$ cat src/rtl/writeback_regfile.sv
// rtl/writeback_regfile.sv - writeback select, 16x16 register file, retire counter and register-dump engine
// Optional write-through read forwarding is enabled by defining WB_BYPASS_EN.
module writeback_regfile #(
  parameter int DATA_W = 16,
  parameter int NREGS  = 16,
  parameter int ADDR_W = 4,
  parameter int CNT_W  = 32
) (
  input  logic              clk,
  input  logic              rst_n,
  input  logic              wbs_in,
  input  logic [DATA_W-1:0] memData_in,
  input  logic [DATA_W-1:0] calcData_in,
  input  logic              ni_in,
  input  logic              reg_dest_in,
  input  logic [ADDR_W-1:0] reg_dest_data_writeback_in,
  input  logic [ADDR_W-1:0] rd_addr_a,
  input  logic [ADDR_W-1:0] rd_addr_b,
  output logic [DATA_W-1:0] rd_data_a,
  output logic [DATA_W-1:0] rd_data_b,
  output logic [CNT_W-1:0]  retired_cnt,
  input  logic              dump_start,
  output logic              dump_valid,
  input  logic              dump_ready,
  output logic [DATA_W-1:0] dump_data,
  output logic [ADDR_W-1:0] dump_idx,
  output logic              dump_busy
);

  localparam logic [1:0] S_IDLE = 2'd0;
  localparam logic [1:0] S_LOAD = 2'd1;
  localparam logic [1:0] S_SEND = 2'd2;
  localparam logic [1:0] S_DONE = 2'd3;

  localparam logic [ADDR_W-1:0] LAST_IDX = ADDR_W'(NREGS - 1);

  logic [DATA_W-1:0] regs_q [NREGS];
  logic [DATA_W-1:0] wdata;
  logic              commit;

  logic [CNT_W-1:0]  cnt_q, cnt_d;

  logic [1:0]        state_q, state_d;
  logic [ADDR_W-1:0] idx_q, idx_d;
  logic              valid_q, valid_d;
  logic [DATA_W-1:0] data_q, data_d;
  logic [ADDR_W-1:0] didx_q, didx_d;

  assign wdata  = wbs_in ? memData_in : calcData_in;
  assign commit = !ni_in && reg_dest_in;

  always_ff @(posedge clk or negedge rst_n) begin
    if (!rst_n) begin
      for (int i = 0; i < NREGS; i++) begin
        regs_q[i] <= '0;
      end
    end else if (commit) begin
      regs_q[reg_dest_data_writeback_in] <= wdata;
    end
  end

`ifdef WB_BYPASS_EN
  always_comb begin
    rd_data_a = regs_q[rd_addr_a];
    rd_data_b = regs_q[rd_addr_b];
    if (commit && (rd_addr_a == reg_dest_data_writeback_in)) begin
      rd_data_a = wdata;
    end
    if (commit && (rd_addr_b == reg_dest_data_writeback_in)) begin
      rd_data_b = wdata;
    end
  end
`else
  assign rd_data_a = regs_q[rd_addr_a];
  assign rd_data_b = regs_q[rd_addr_b];
`endif

  // Every occupied slot retires, whether or not it writes a register.
  always_comb begin
    cnt_d = cnt_q;
    if (!ni_in) begin
      cnt_d = cnt_q + 1'b1;
    end
  end

  always_ff @(posedge clk or negedge rst_n) begin
    if (!rst_n) begin
      cnt_q <= '0;
    end else begin
      cnt_q <= cnt_d;
    end
  end

  assign retired_cnt = cnt_q;

  // Dump engine: the register is sampled in LOAD, so a same-cycle commit is not seen.
  always_comb begin
    state_d = state_q;
    idx_d   = idx_q;
    valid_d = valid_q;
    data_d  = data_q;
    didx_d  = didx_q;
    case (state_q)
      S_IDLE: begin
        if (dump_start) begin
          idx_d   = '0;
          state_d = S_LOAD;
        end
      end
      S_LOAD: begin
        data_d  = regs_q[idx_q];
        didx_d  = idx_q;
        valid_d = 1'b1;
        state_d = S_SEND;
      end
      S_SEND: begin
        if (valid_q && dump_ready) begin
          valid_d = 1'b0;
          if (idx_q == LAST_IDX) begin
            state_d = S_DONE;
          end else begin
            idx_d   = idx_q + 1'b1;
            state_d = S_LOAD;
          end
        end
      end
      S_DONE: begin
        state_d = S_IDLE;
      end
      default: begin
        state_d = S_IDLE;
        valid_d = 1'b0;
      end
    endcase
  end

  always_ff @(posedge clk or negedge rst_n) begin
    if (!rst_n) begin
      state_q <= S_IDLE;
      idx_q   <= '0;
      valid_q <= 1'b0;
      data_q  <= '0;
      didx_q  <= '0;
    end else begin
      state_q <= state_d;
      idx_q   <= idx_d;
      valid_q <= valid_d;
      data_q  <= data_d;
      didx_q  <= didx_d;
    end
  end

  assign dump_valid = valid_q;
  assign dump_data  = data_q;
  assign dump_idx   = didx_q;
  assign dump_busy  = (state_q != S_IDLE);

endmodule

$ cat config.mk
export PLATFORM = sky130hd
export DESIGN_NAME = writeback_regfile
export DESIGN_NICKNAME = d
export VERILOG_FILES = /design/src/rtl/writeback_regfile.sv
export SDC_FILE = /design/constraint.sdc
export NUM_CORES = 1
export LEC_CHECK = 0
export ABC_AREA = 1
export ABC_CLOCK_PERIOD_IN_PS = 1640
export BUFFER_PORTS_ARGS = -buffer_cell sky130_fd_sc_hd__buf_2
export CAP_MARGIN = 20
export CELL_PAD_IN_SITES_DETAIL_PLACEMENT = 1
export CELL_PAD_IN_SITES_GLOBAL_PLACEMENT = 1
export CORE_ASPECT_RATIO = 1.5
export CORE_MARGIN = 2
export CORE_UTILIZATION = 40
export DETAILED_ROUTE_END_ITERATION = 12
export HOLD_SLACK_MARGIN = 0.05
export PLACE_DENSITY_LB_ADDON = 0.1
export SLEW_MARGIN = 0
export SYNTH_ARGS = -nofsm -noshare
export SYNTH_HDL_FRONTEND = slang
export SYNTH_SLANG_ARGS = --single-unit
export TNS_END_PERCENT = 5
$ cat constraint.sdc
create_clock -name clk -period 1.64 [get_ports clk]
set_clock_uncertainty 0.1 [all_clocks]
set_input_delay 0.246 -clock clk [delete_from_list [all_inputs] [get_ports clk]]
set_output_delay 0.246 -clock clk [all_outputs]
set_load 0.005 [all_outputs]
# After elaboration in Yosys (flattened, before gate mapping)
# Index checks and enable logic that the tools add are counted.
[word_totals]
input_bits = 51
register_bits = 315
elab_cells = 74
out_inout_bits = 86
[classes]
n_lt_le_gt_ge = 5
eq_ne = 7
n_mux = 23
n_reduce_logical = 11
addsub = 2
bitwise = 4
[ops]
columns = ["op", "count"]
rows = [
  ["$bwmux 256", 1],
  ["$bmux 16 s4", 3],
  ["$mux 16", 8],
  ["$demux 16 s4", 1],
  ["$add 32x1->32 const B", 1],
  ["$ge 5x5->1 const B", 4],
  ["$not 4->5", 4],
  ["$mux 4", 3],
  ["$pmux 2 s4", 1],
  ["$pmux 4 s2", 1],
  ["$mux 2", 3],
  ["$ne 2x2->1 const B", 3],
  ["$reduce_bool 2->1", 3],
  ["$lt 5x1->1 const B", 1],
  ["$add 4x1->4 const B", 1],
  ["$eq 2x2->1 const B", 2],
  ["$eq 4x4->1 const B", 1],
  ["$reduce_and 2->1", 2],
  ["$reduce_and 4->1", 1],
  ["$logic_and 1x1->1", 3],
  ["$eq 2x1->1 const B", 1],
  ["$logic_not 2->1", 1],
  ["$pmux 1 s2", 1],
  ["$logic_not 1->1", 1],
  ["$mux 1", 1],
]

# Depth between registers and ports, before layout
# Gate-level depths: netlist of the first run.
[logic_depth]
depth_word = 6
ltp_mapped = 9
depth_no_buf = 9

# Worst setup path before layout of the first run
# Ideal clock, no wire load.
[synth_path]
path_kind = "register to register"
from = "register cnt_q[0], in the netlist retired_cnt[0]"
to = "register cnt_q[22], in the netlist retired_cnt[22]"
arrival_time_ns = 1.324
period_less_slack_ns = 1.548
required_time_ns = 1.416
setup_slack_ns = 0.092
stages_incl_launch_ff = 8
setup_ns = 0.124
path_cell_list = "dfrtp_1 ha_1 nand3_2 nor2_4 nand2_1 nor2_4 nand2_1 xnor2_1"
[synth_between]
elab_chain_len = 1
[synth_lines]
columns = ["item", "line_no", "text"]
rows = [
  ["start: declaration", "41", "logic [CNT_W-1:0] cnt_q, cnt_d;"],
  ["start signal: assignment", "90", "cnt_q <= cnt_d;"],
  ["$add 32x1->32", "82", "cnt_d = cnt_q + 1'b1;"],
]
# No other way between the ends.
# A chain may end at the register's enable or synchronous reset.

# Final worst setup path of the first run
[layout_path]
from = "register regs_q[128] (netlist bit)"
to = "output rd_data_b[0]"
[layout_between]
elab_chain_len = 3
[layout_lines]
columns = ["item", "line_no", "text"]
rows = [
  ["start: declaration", "37", "logic [DATA_W-1:0] regs_q [NREGS];"],
  ["start signal: indexed assignment", "58", "regs_q[reg_dest_data_writeback_in] <= wdata;"],
  ["$bmux 16 s4", "75", "assign rd_data_b = regs_q[rd_addr_b];"],
  ["$mux 16 (implied by the code) (2 in series)", "75", ""],
  ["end: declaration", "20", "output logic [DATA_W-1:0] rd_data_b,"],
]
# No other way between the ends. The select of a mux whose other input is x is not followed.

==> summary.txt, run 1 <==
Yosys
  • Synth area leader: dfrtp_1
  • Synth Instances: 2683
  • Synth cell types: 35
  • Synth warn: 0
  • Syn Area/Cell: 7.10 sq um
  • Share of the synthesized area in the top cell type: 41.4%
  • Top cells by area, synth: dfrtp_1 (41%), nand2_1 (16%), o21ai_0 (11%)
  • FF+latch count, synth: 315
  • Sequential share of the synthesized area: 41.4%
  • Synth Cell Area: 0.0191 sq mm
  • Syn Nets: 2736

Finish
  • Antenna diodes: 0
  • Util after Layout: 50.7%
  • Most frequent cells in the layout: nand2_1 (765), o21ai_0 (387), nand3_1 (325), dfrtp_1 (311), buf_4 (159)
  • Layout area overhead: 26.0%
  • # fillers: 5969
  • Register Area: 0.00789 sq mm
  • Final Instance Count excl. Fillers: 3503
  • Fraction of layout cells with a size suffix above 1: 21.7%
  • Most common cell after layout, fill and taps aside: nand2_1
  • Multi-input gate area: 0.00998 sq mm
  • Nets: 2930

Worst setup path
  • CP Capture Type: output port
  • Slowest CP cell: dfrtp_1
  • Critical Path, Cell by Cell: inv_2, nand2_1, o211ai_1, nand3_1, nand3_1, nand2_2, buf_2
  • Critical path's most frequent cell: nand3_1
  • Largest stage delay on the critical path: 0.39 ns
  • Kind of cell adding the most delay to the critical path: simple AND/OR/NAND/NOR gates
  • Startpoint types: flip-flop
  • CP arrival: 1.65 ns
  • Crit Path Class: reg -> out
  • Worst-path fanout max: 3
  • Worst EP required: 1.29 ns
  • Worst path bufs/invs: 2

GRT
  • Antenna violations before repair: 2
  • Total congestion overflow: 0
  • Vias in the first global route: 21700
  • Tot GR Track Use: 34.1%
  • First-pass GRT wire length: 129 mm
  • Largest net degree at the start of global routing: 57

Floorplan
  • Row cnt: 98
  • Die Area: 0.0495 sq mm
  • CORE AREA: 0.0473 sq mm
  • IO Pins: 137
  • Initial Util: 40.3%
  • Die Span Y: 271 um
  • Die Span X: 182 um

CTS
  • Clk slew on worst S/H paths: 0.06 ns
  • Sink Count: 315
  • Clock root cell: clkbuf_16
  • TritonCTS clock tree: yes
  • Clk buf depth: 3
  • H-tree depth: 2
  • Num CTS Buffers: 37
  • Clk_lat worst skew: 0.54 ns

Detailed routing
  • Post-route DRC violation count: 0
  • First-pass detailed-route iteration total: 5
  • Via Count: 20600
  • Via density: 5.89
  • First DRT Iteration DRCs: 1390
  • DRT Wirelength: 84.1 mm
  • Wire per inst: 24.0 um
  • Antenna Nets Post-Route: 0

STA
  • Max Slew Vio Count: 0
  • # setup viols final: 307
  • Worst setup margin: -0.360 ns
  • Worst Tran Pin Value: 0.487 ns
  • Fmax: 0.500 GHz
  • Final min period: 2.00 ns
  • Hold Violations, Final: 0
  • Setup TNS: -35.34 ns
  • RSZ-0062 raised after global routing: true
  • Rel. slew slack: 67.6%
  • Final Cycle Share: 122%

Placed design
  • # port buffers: 136
  • Dpl cells: 3403
  • RD Place Congestion: 0.892
  • Dpl hpwl: 56.5 mm

Power
  • Pleak: 11.2 nW
  • Power Total: 29.1 mW
  • Seq pwr share: 37.4%
  • Maximum VDD drop: 0.691 mV
  • Sw Share: 37.9%
  • Int Pwr: 18.1 mW
  • Clk pwr share: 29.8%
  • Pwr dens: 1210 mW/mm^2
  • Gate power share: 32.8%
  • Psw: 11.0 mW

Outcome
  • Status: finished, violations left
  • Failing checks: setup timing

Flow run
  • Max-cap violations: 0

Worst hold path
  • Worst Hold Class: in -> async
path summary, 6_finish.rpt:
check                                        startpoint                         end  slack, ns  cells after the start
worst max-delay path            regs_q[128]$_DFFE_PN0P_                rd_data_b[0]      -0.36                      7
worst min-delay path                              rst_n      regs_q[15]$_DFFE_PN0P_       0.08                      2
worst max register to register     idx_q[0]$_DFFE_PN0P_    dump_data[5]$_DFFE_PN0P_      -0.02                      7
worst min register to register  regs_q[170]$_DFFE_PN0P_     regs_q[170]$_DFFE_PN0P_       0.39                      2
max in group asynchronous                         rst_n  retired_cnt[3]$_DFFE_PN0N_       0.69                      4
min in group clk                         calcData_in[3]     regs_q[131]$_DFFE_PN0P_       0.08                      4
cell families after synthesis:
family	count (synthesis)	synth area share, %
muxes	16	1.36
DFF	315	41.4
AOI/OAI and AO/OA	717	20.5
and+or+nand+nor	1217	27.0
buffers and inverters	393	8.57
xor gates and xnor gates	23	1.06
adders and majority gates	2	0.131
worst reg2reg max path, cell delays in order, from the launching register on:
cell and delay, ns:
dfrtp_2 0.47, buf_8 0.38, nand2_1 0.14, nand3_1 0.10
nand3_1 0.10, nand3_1 0.15, nand2_1 0.08, nand3_1 0.07
final cells by class:
type / count / area share, %
flip-flops and latches: 315 / 32.8
clock buffers: 54 / 4.59
well taps: 600 / 3.13
repair buffers: 373 / 14.5
inverters: 175 / 2.77
clock inverters: 11 / 0.578
multi-input cells: 1975 / 41.6
sequential cells by signal, indices dropped and copies added (netlist names):
signal,cells
dump_data,16
dump_idx,4
dump_valid,1
idx_q,4
regs_q,256
retired_cnt,32
state_q,2
Yosys cell counts, drive strengths merged:
cell type  number
nand2         804
o21ai         457
nand3         362
dfrtp         315
inv           174
a21oi         129
o211ai        128
buf           109
clkbuf        109
nor2           36
mux2i          16
xnor2          16
nand4           9
xor2            7
nor3            4
ha              2
nand3b          2
a21o            1
a22oi           1
a31oi           1
clkinv          1
power groups by stage:
| stage | logic, mW | registers [mW] | clock network [mW] |
|---|---|---|---|
| 6_report | 9.55 | 10.9 | 8.66 |
| 5_1_grt | 10.6 | 11.0 | 9.05 |
| 4_1_cts | 9.21 | 10.8 | 8.77 |
| 3_5_place_dp | 8.92 | 10.9 | 0 |
| 3_3_place_gp | 8.59 | 10.8 | 0 |
| 2_1_floorplan | 5.13 | 10.4 | 0 |
metal layers:
metal / vias to the layer above / GRT usage [%] / part of all wire [%]
met5: - / 0 / 0.014
met4: 2 / 17.5 / 5.0
met3: 223 / 4.39 / 5.0
met2: 642 / 59.7 / 50
met1: 10400 / 40.9 / 40
li1: 9392 / - / -
repair_timing:
item / 4_1_cts / 5_1_grt
pin swaps: 55 / 49
hold endpoints to repair: 320 / 2
gates resized for setup: 142 / 104
hold buffers: 4 / 1
buffers inserted: 8 / 22
setup endpoints to repair: 55 / 304
metrics by stage:
stage | worst slack, ns | hold slack, ns | instance area [sq um]
after detailed placement | -0.174 | 0.0450 | 22000
after floorplan | 0.0918 | -0.150 | 19100
after CTS | -0.376 | 0.0667 | 23600
after global routing | -0.428 | 0.0915 | 24000
after global placement | -0.182 | 0.0427 | 22000
final | -0.360 | 0.0799 | 24000
Note: power is estimated with default switching activity, not from simulation.
==> run 2: changes to the inputs <==
--- a/config.mk
+++ b/config.mk
@@ -11,7 +11,7 @@
 export CAP_MARGIN = 20
 export CELL_PAD_IN_SITES_DETAIL_PLACEMENT = 1
 export CELL_PAD_IN_SITES_GLOBAL_PLACEMENT = 1
-export CORE_ASPECT_RATIO = 1.5
+export CORE_ASPECT_RATIO = 1.2
 export CORE_MARGIN = 2
 export CORE_UTILIZATION = 40
 export DETAILED_ROUTE_END_ITERATION = 12
==> summary.txt, run 2 (synthesis results as in run 1) <==
STA
  • Worst Tran Pin Value: 0.788 ns (was 0.487 ns)
  • Fmax: 0.478 GHz (was 0.500 GHz)
  • Rel. slew slack: 47.5% (was 67.6%)
  • Final Cycle Share: 128% (was 122%)
  • RSZ-0062 raised after global routing: true (unchanged)
  • Minimum hold slack: 0.0705 ns (was 0.0799 ns)
  • Final min period: 2.09 ns (was 2.00 ns)
  • Worst setup margin: -0.451 ns (was -0.360 ns)
  • Max Slew Vio Count: 0 (unchanged)
  • Hold Violations, Final: 0 (unchanged)
  • # setup viols final: 34 (was 307)

CTS
  • Num CTS Buffers: 38 (was 37)
  • Sink Count: 315 (unchanged)
  • Clk buf depth: 3 (unchanged)
  • Clk slew on worst S/H paths: 0.06 ns (about the same)
  • Clock root cell: clkbuf_16 (unchanged)
  • Clk_lat worst skew: 0.58 ns (was 0.54 ns)
  • H-tree depth: 2 (unchanged)
  • TritonCTS clock tree: yes (unchanged)

Worst setup path
  • Crit Path Class: reg -> out (unchanged)
  • Worst reg2reg path depth: 9 (was 7)
  • Worst EP required: 1.29 ns (about the same)
  • Worst-path fanout max: 2 (was 3)
  • CP arrival: 1.75 ns (was 1.65 ns)
  • CP Capture Type: output port (unchanged)
  • Startpoint types: flip-flop (unchanged)
  • Reg2reg start: idx_q[0]$_DFFE_PN0P_ (unchanged)
  • Setup crit start: regs_q[84]$_DFFE_PN0P_ (was regs_q[128]$_DFFE_PN0P_)

Floorplan
  • IO Pins: 137 (unchanged)
  • Die Area: 0.0494 sq mm (was 0.0495 sq mm)
  • Die Span X: 203 um (was 182 um)
  • CORE AREA: 0.0470 sq mm (was 0.0473 sq mm)
  • Die Span Y: 243 um (was 271 um)
  • Row cnt: 87 (was 98)
  • Initial Util: 40.5% (was 40.3%)

Finish
  • # fillers: 5850 (was 5969)
  • Final instance area: 0.0240 sq mm (about the same)
  • Register Area: 0.00789 sq mm (about the same)
  • Nets: 2908 (was 2930)
  • Util after Layout: 51.1% (was 50.7%)
  • Most frequent cells in the layout: nand2_1 (768), o21ai_0 (394), nand3_1 (327), dfrtp_1 (310), o211ai_1 (128) (was nand2_1 (765), o21ai_0 (387), nand3_1 (325), dfrtp_1 (311), buf_4 (159))
  • Multi-input gate area: 0.00998 sq mm (about the same)
  • Antenna diodes: 0 (unchanged)
  • Largest register FFs: 256 (unchanged)
  • Layout area overhead: 26.2% (was 26.0%)
  • Biggest register: regs_q (unchanged)
  • Fraction of layout cells with a size suffix above 1: 20.1% (was 21.7%)
  • Most common cell after layout, fill and taps aside: nand2_1 (unchanged)

GRT
  • GR Layer Usage met3: 4.50% (was 4.39%)
  • Tot GR Track Use: 34.0% (was 34.1%)
  • Total congestion overflow: 0 (unchanged)
  • Antenna violations before repair: 3 (was 2)
  • First-pass GRT wire length: 128 mm (was 129 mm)
  • Vias in the first global route: 21300 (was 21700)
  • Busiest metal layer after global routing: met2 (unchanged)
  • Largest net degree at the start of global routing: 68 (was 57)
  • GR Layer Usage met1: 43.0% (was 40.9%)
  • M2 GR Usage: 57.9% (was 59.7%)

Power
  • Maximum VDD drop: 0.734 mV (was 0.691 mV)
  • Seq pwr share: 36.9% (was 37.4%)
  • Pleak: 11.1 nW (was 11.2 nW)
  • Clk pwr share: 30.0% (was 29.8%)
  • Pwr dens: 1220 mW/mm^2 (was 1210 mW/mm^2)
  • Psw: 11.2 mW (was 11.0 mW)
  • Sw Share: 38.2% (was 37.9%)
  • Gate power share: 33.1% (was 32.8%)
  • Int Pwr: 18.1 mW (about the same)

Placed design
  • # port buffers: 136 (unchanged)
  • Placed cell area: 0.0220 sq mm (about the same)
  • Dpl hpwl: 55.2 mm (was 56.5 mm)
  • RD Place Congestion: 0.865 (was 0.892)

Detailed routing
  • Via Count: 20800 (was 20600)
  • Via density: 5.93 (was 5.89)
  • Wire per inst: 23.9 um (was 24.0 um)
  • DRT Wirelength: 83.9 mm (was 84.1 mm)
  • Antenna Nets Post-Route: 0 (unchanged)
  • First-pass detailed-route iteration total: 5 (unchanged)
  • Post-route DRC violation count: 0 (unchanged)
  • First DRT Iteration DRCs: 1728 (was 1390)

Worst hold path
  • Hold depth: 4
  • Min-delay src: calcData_in[8]
  • Worst Hold Class: in -> reg (was in -> async)

Outcome
  • Failing checks: setup timing (unchanged)
  • Status: finished, violations left (unchanged)

Flow run
  • Max-cap violations: 0 (unchanged)
==> run 2: timing repair <==
item                                    4_1_cts  5_1_grt
buffers inserted                              3       12
gates resized for setup                      88      150
endpoints found under the setup margin       47      231
endpoints found under the hold margin       328        0
hold buffers                                 15        0
pin swaps                                    23       44
==> run 2: worst paths after layout <==
path	end	slack, ns
min	regs_q[184]$_DFFE_PN0P_	0.07
min in group asynchronous	regs_q[29]$_DFFE_PN0P_	0.22
max	rd_data_b[4]	-0.45
max in group asynchronous	dump_valid$_DFFE_PN0P_	0.18
min reg2reg	dump_idx[2]$_DFFE_PN0P_	0.38
max reg2reg	dump_data[11]$_DFFE_PN0P_	-0.02
==> run 2: power by group through the flow <==
stage / Sequential (mW) / Combinational [mW] / Clock [mW]
finish: 10.8 / 9.71 / 8.78
global route: 11.0 / 10.7 / 9.17
CTS: 10.7 / 9.36 / 8.92
detailed placement: 10.8 / 9.11 / 0
global placement: 10.7 / 8.78 / 0
floorplan: 10.4 / 5.13 / 0
==> run 2: worst max-delay path, stage by stage, from the launching register on <==
cell	delay, ns
dfrtp_1	0.43
buf_6	0.14
o211ai_1	0.17
nand3_1	0.12
nand3_2	0.13
nand2_2	0.07
buf_2	0.12
==> run 2: final cells by class <==
type | count | share of cell area (%)
sequential | 315 | 32.8
multi-input combinational | 1975 | 41.5
inverter | 175 | 2.77
clock buffer | 51 | 4.45
timing repair buffer | 350 | 14.5
tap | 623 | 3.24
clock inverter | 15 | 0.760
==> run 2: metal layers <==
layer / up-vias / part of all wire [%]
li1: 9357 / -
met1: 10400 / 41
met3: 249 / 6.2
met5: - / 0
met4: 0 / 4.9
met2: 787 / 48
==> run 2: through the flow <==
step / std cells / setup TNS [ns] / setup slack (ns) / power [mW]
2_1_floorplan: 2683 / 0 / 0.0918 / 15.5
3_3_place_gp: 3408 / -2.52 / -0.199 / 19.5
5_1_grt: 3504 / -15.90 / -0.506 / 30.8
6_report: 3504 / -11.85 / -0.451 / 29.3
4_1_cts: 3492 / -13.48 / -0.469 / 29.0
3_5_place_dp: 3408 / -3.44 / -0.207 / 19.9
==> run 3: changes to the inputs <==
--- a/config.mk
+++ b/config.mk
@@ -11,7 +11,6 @@
 export CAP_MARGIN = 20
 export CELL_PAD_IN_SITES_DETAIL_PLACEMENT = 1
 export CELL_PAD_IN_SITES_GLOBAL_PLACEMENT = 1
-export CORE_ASPECT_RATIO = 1.2
 export CORE_MARGIN = 2
 export CORE_UTILIZATION = 40
 export DETAILED_ROUTE_END_ITERATION = 12
==> summary.txt, run 3 (synthesis results as in run 1) <==
Finish
  • Nets: 2903 (was 2908)
  • Most common cell after layout, fill and taps aside: nand2_1 (unchanged)
  • Antenna diodes: 0 (unchanged)
  • Biggest register: regs_q (unchanged)
  • Fraction of layout cells with a size suffix above 1: 20.9% (was 20.1%)
  • Layout area overhead: 25.4% (was 26.2%)
  • Largest register FFs: 256 (unchanged)
  • Most frequent cells in the layout: nand2_1 (772), o21ai_0 (381), nand3_1 (332), dfrtp_1 (307), o211ai_1 (128) (was nand2_1 (768), o21ai_0 (394), nand3_1 (327), dfrtp_1 (310), o211ai_1 (128))

CTS
  • TritonCTS clock tree: yes (unchanged)
  • Clk_lat worst skew: 0.58 ns (about the same)
  • Clk slew on worst S/H paths: 0.06 ns (about the same)
  • Num CTS Buffers: 39 (was 38)
  • Clk buf depth: 3 (unchanged)
  • H-tree depth: 2 (unchanged)
  • Clock root cell: clkbuf_16 (unchanged)
  • Sink Count: 315 (unchanged)

STA
  • Final min period: 2.04 ns (was 2.09 ns)
  • Minimum hold slack: 0.0753 ns (was 0.0705 ns)
  • Fmax: 0.491 GHz (was 0.478 GHz)
  • RSZ-0062 raised after global routing: true (unchanged)
  • Hold Violations, Final: 0 (unchanged)
  • # setup viols final: 33 (was 34)
  • Max Slew Vio Count: 0 (unchanged)
  • Worst Tran Pin Value: 0.443 ns (was 0.788 ns)
  • Rel. slew slack: 70.5% (was 47.5%)
  • Worst setup margin: -0.398 ns (was -0.451 ns)
  • Setup TNS: -10.88 ns (was -11.85 ns)
  • Final Cycle Share: 124% (was 128%)

Detailed routing
  • DRT Wirelength: 82.6 mm (was 83.9 mm)
  • Via density: 5.87 (was 5.93)
  • Antenna Nets Post-Route: 0 (unchanged)
  • First-pass detailed-route iteration total: 6 (was 5)
  • First DRT Iteration DRCs: 1848 (was 1728)
  • Wire per inst: 23.7 um (was 23.9 um)
  • Via Count: 20400 (was 20800)
  • Post-route DRC violation count: 0 (unchanged)

Power
  • Pwr dens: 1220 mW/mm^2 (about the same)
  • Pleak: 11.0 nW (was 11.1 nW)
  • Maximum VDD drop: 0.795 mV (was 0.734 mV)

Floorplan
  • Die Span Y: 222 um (was 243 um)
  • Initial Util: 40.8% (was 40.5%)
  • IO Pins: 137 (unchanged)
  • Die Span X: 222 um (was 203 um)
  • Die Area: 0.0494 sq mm (about the same)
  • Row cnt: 79 (was 87)
  • CORE AREA: 0.0468 sq mm (was 0.0470 sq mm)

Flow run
  • Max-cap violations: 0 (unchanged)

Worst setup path
  • Crit Path Class: reg -> out (unchanged)
  • CP arrival: 1.69 ns (was 1.75 ns)
  • CP Capture Type: output port (unchanged)
  • Startpoint types: flip-flop (unchanged)
  • Worst EP required: 1.29 ns (about the same)
  • Worst-path fanout max: 3 (was 2)

GRT
  • Antenna violations before repair: 1 (was 3)
  • First-pass GRT wire length: 126 mm (was 128 mm)
  • Vias in the first global route: 20700 (was 21300)
  • Total congestion overflow: 0 (unchanged)
  • Tot GR Track Use: 33.3% (was 34.0%)
  • Largest net degree at the start of global routing: 64 (was 68)

Placed design
  • # port buffers: 136 (unchanged)
  • RD Place Congestion: 0.877 (was 0.865)
  • Dpl hpwl: 53.9 mm (was 55.2 mm)

Worst hold path
  • Worst Hold Class: in -> reg (unchanged)

Outcome
  • Failing checks: setup timing (unchanged)
  • Status: finished, violations left (unchanged)
## run 3: cell count changes in the layout (fill, tap and decap cells not counted), moves of 7 or more
cell,previous run,this run
inv_1,116,98
inv_2,56,74
o21ai_0,394,381
o21ai_1,63,76
buf_4,116,123
## run 3: worst max-delay path: stages (launching register included)
cell and delay (ns):
dfrtp_1 0.38, inv_2 0.06, a21oi_1 0.11, o21ai_1 0.09
nand3_1 0.10, nand3_2 0.12, nand2_4 0.14, buf_6 0.12
## run 3: metrics by stage
step	area, sq um	setup WS, ns	utilization [%]	total power [mW]	instances
CTS	23500	-0.384	50.4	28.8	3470
floorplan	19100	0.0918	-	15.5	2683
detailed placement	21900	-0.170	46.8	19.7	3380
finish	23900	-0.398	51.1	29.1	3483
global placement	21900	-0.144	46.8	19.3	3380
global route	23900	-0.493	51.1	30.7	3483
## run 3: area by class of cell
type,count,area [sq um]
fillers,5844,22800
multi-input cells,1975,9950
flip-flops and latches,315,7890
repair buffers,344,3390
clock buffers,58,1140
well taps,607,759
inverters,175,667
clock inverters,9,113
## run 3: final timing paths
check | cells past startpoint | startpoint | to | slack [ns]
hold reg to reg | 2 | dump_idx[1]$_DFFE_PN0P_ | dump_idx[1]$_DFFE_PN0P_ | 0.38
max in group asynchronous | 3 | rst_n | regs_q[162]$_DFFE_PN0P_ | 0.63
min in group asynchronous | 2 | rst_n | regs_q[110]$_DFFE_PN0P_ | 0.10
setup / recovery | 7 | regs_q[164]$_DFFE_PN0P_ | rd_data_a[4] | -0.40
setup reg to reg | 8 | idx_q[0]$_DFFE_PN0P_ | dump_data[8]$_DFFE_PN0P_ | -0.01
hold / removal | 4 | calcData_in[1] | regs_q[81]$_DFFE_PN0P_ | 0.08
## run 3: timing repair
action,4_1_cts,5_1_grt
setup buffers,19,13
resized for setup,111,140
endpoints found under the setup margin,40,168
hold buffers,4,0
endpoints found under the hold margin,322,0
pin swaps,32,48
## run 3: metal layers
| layer | share of wire (%) | vias up | global-route usage, % |
|---|---|---|---|
| li1 | - | 9335 | - |
| met1 | 43 | 10200 | 43.7 |
| met2 | 47 | 671 | 55.0 |
| met3 | 5.7 | 195 | 4.28 |
| met4 | 4.5 | 0 | 14.9 |
| met5 | 0 | - | 0 |
## run 3: where the power goes
group / leakage (nW) / switching [mW] / internal [mW] / total, mW
clock: 0.612 / 3.56 / 5.11 / 8.67
sequential: 4.09 / 1.63 / 9.30 / 10.9
combinational: 6.33 / 5.83 / 3.68 / 9.50
total: 11.0 / 11.0 / 18.1 / 29.1
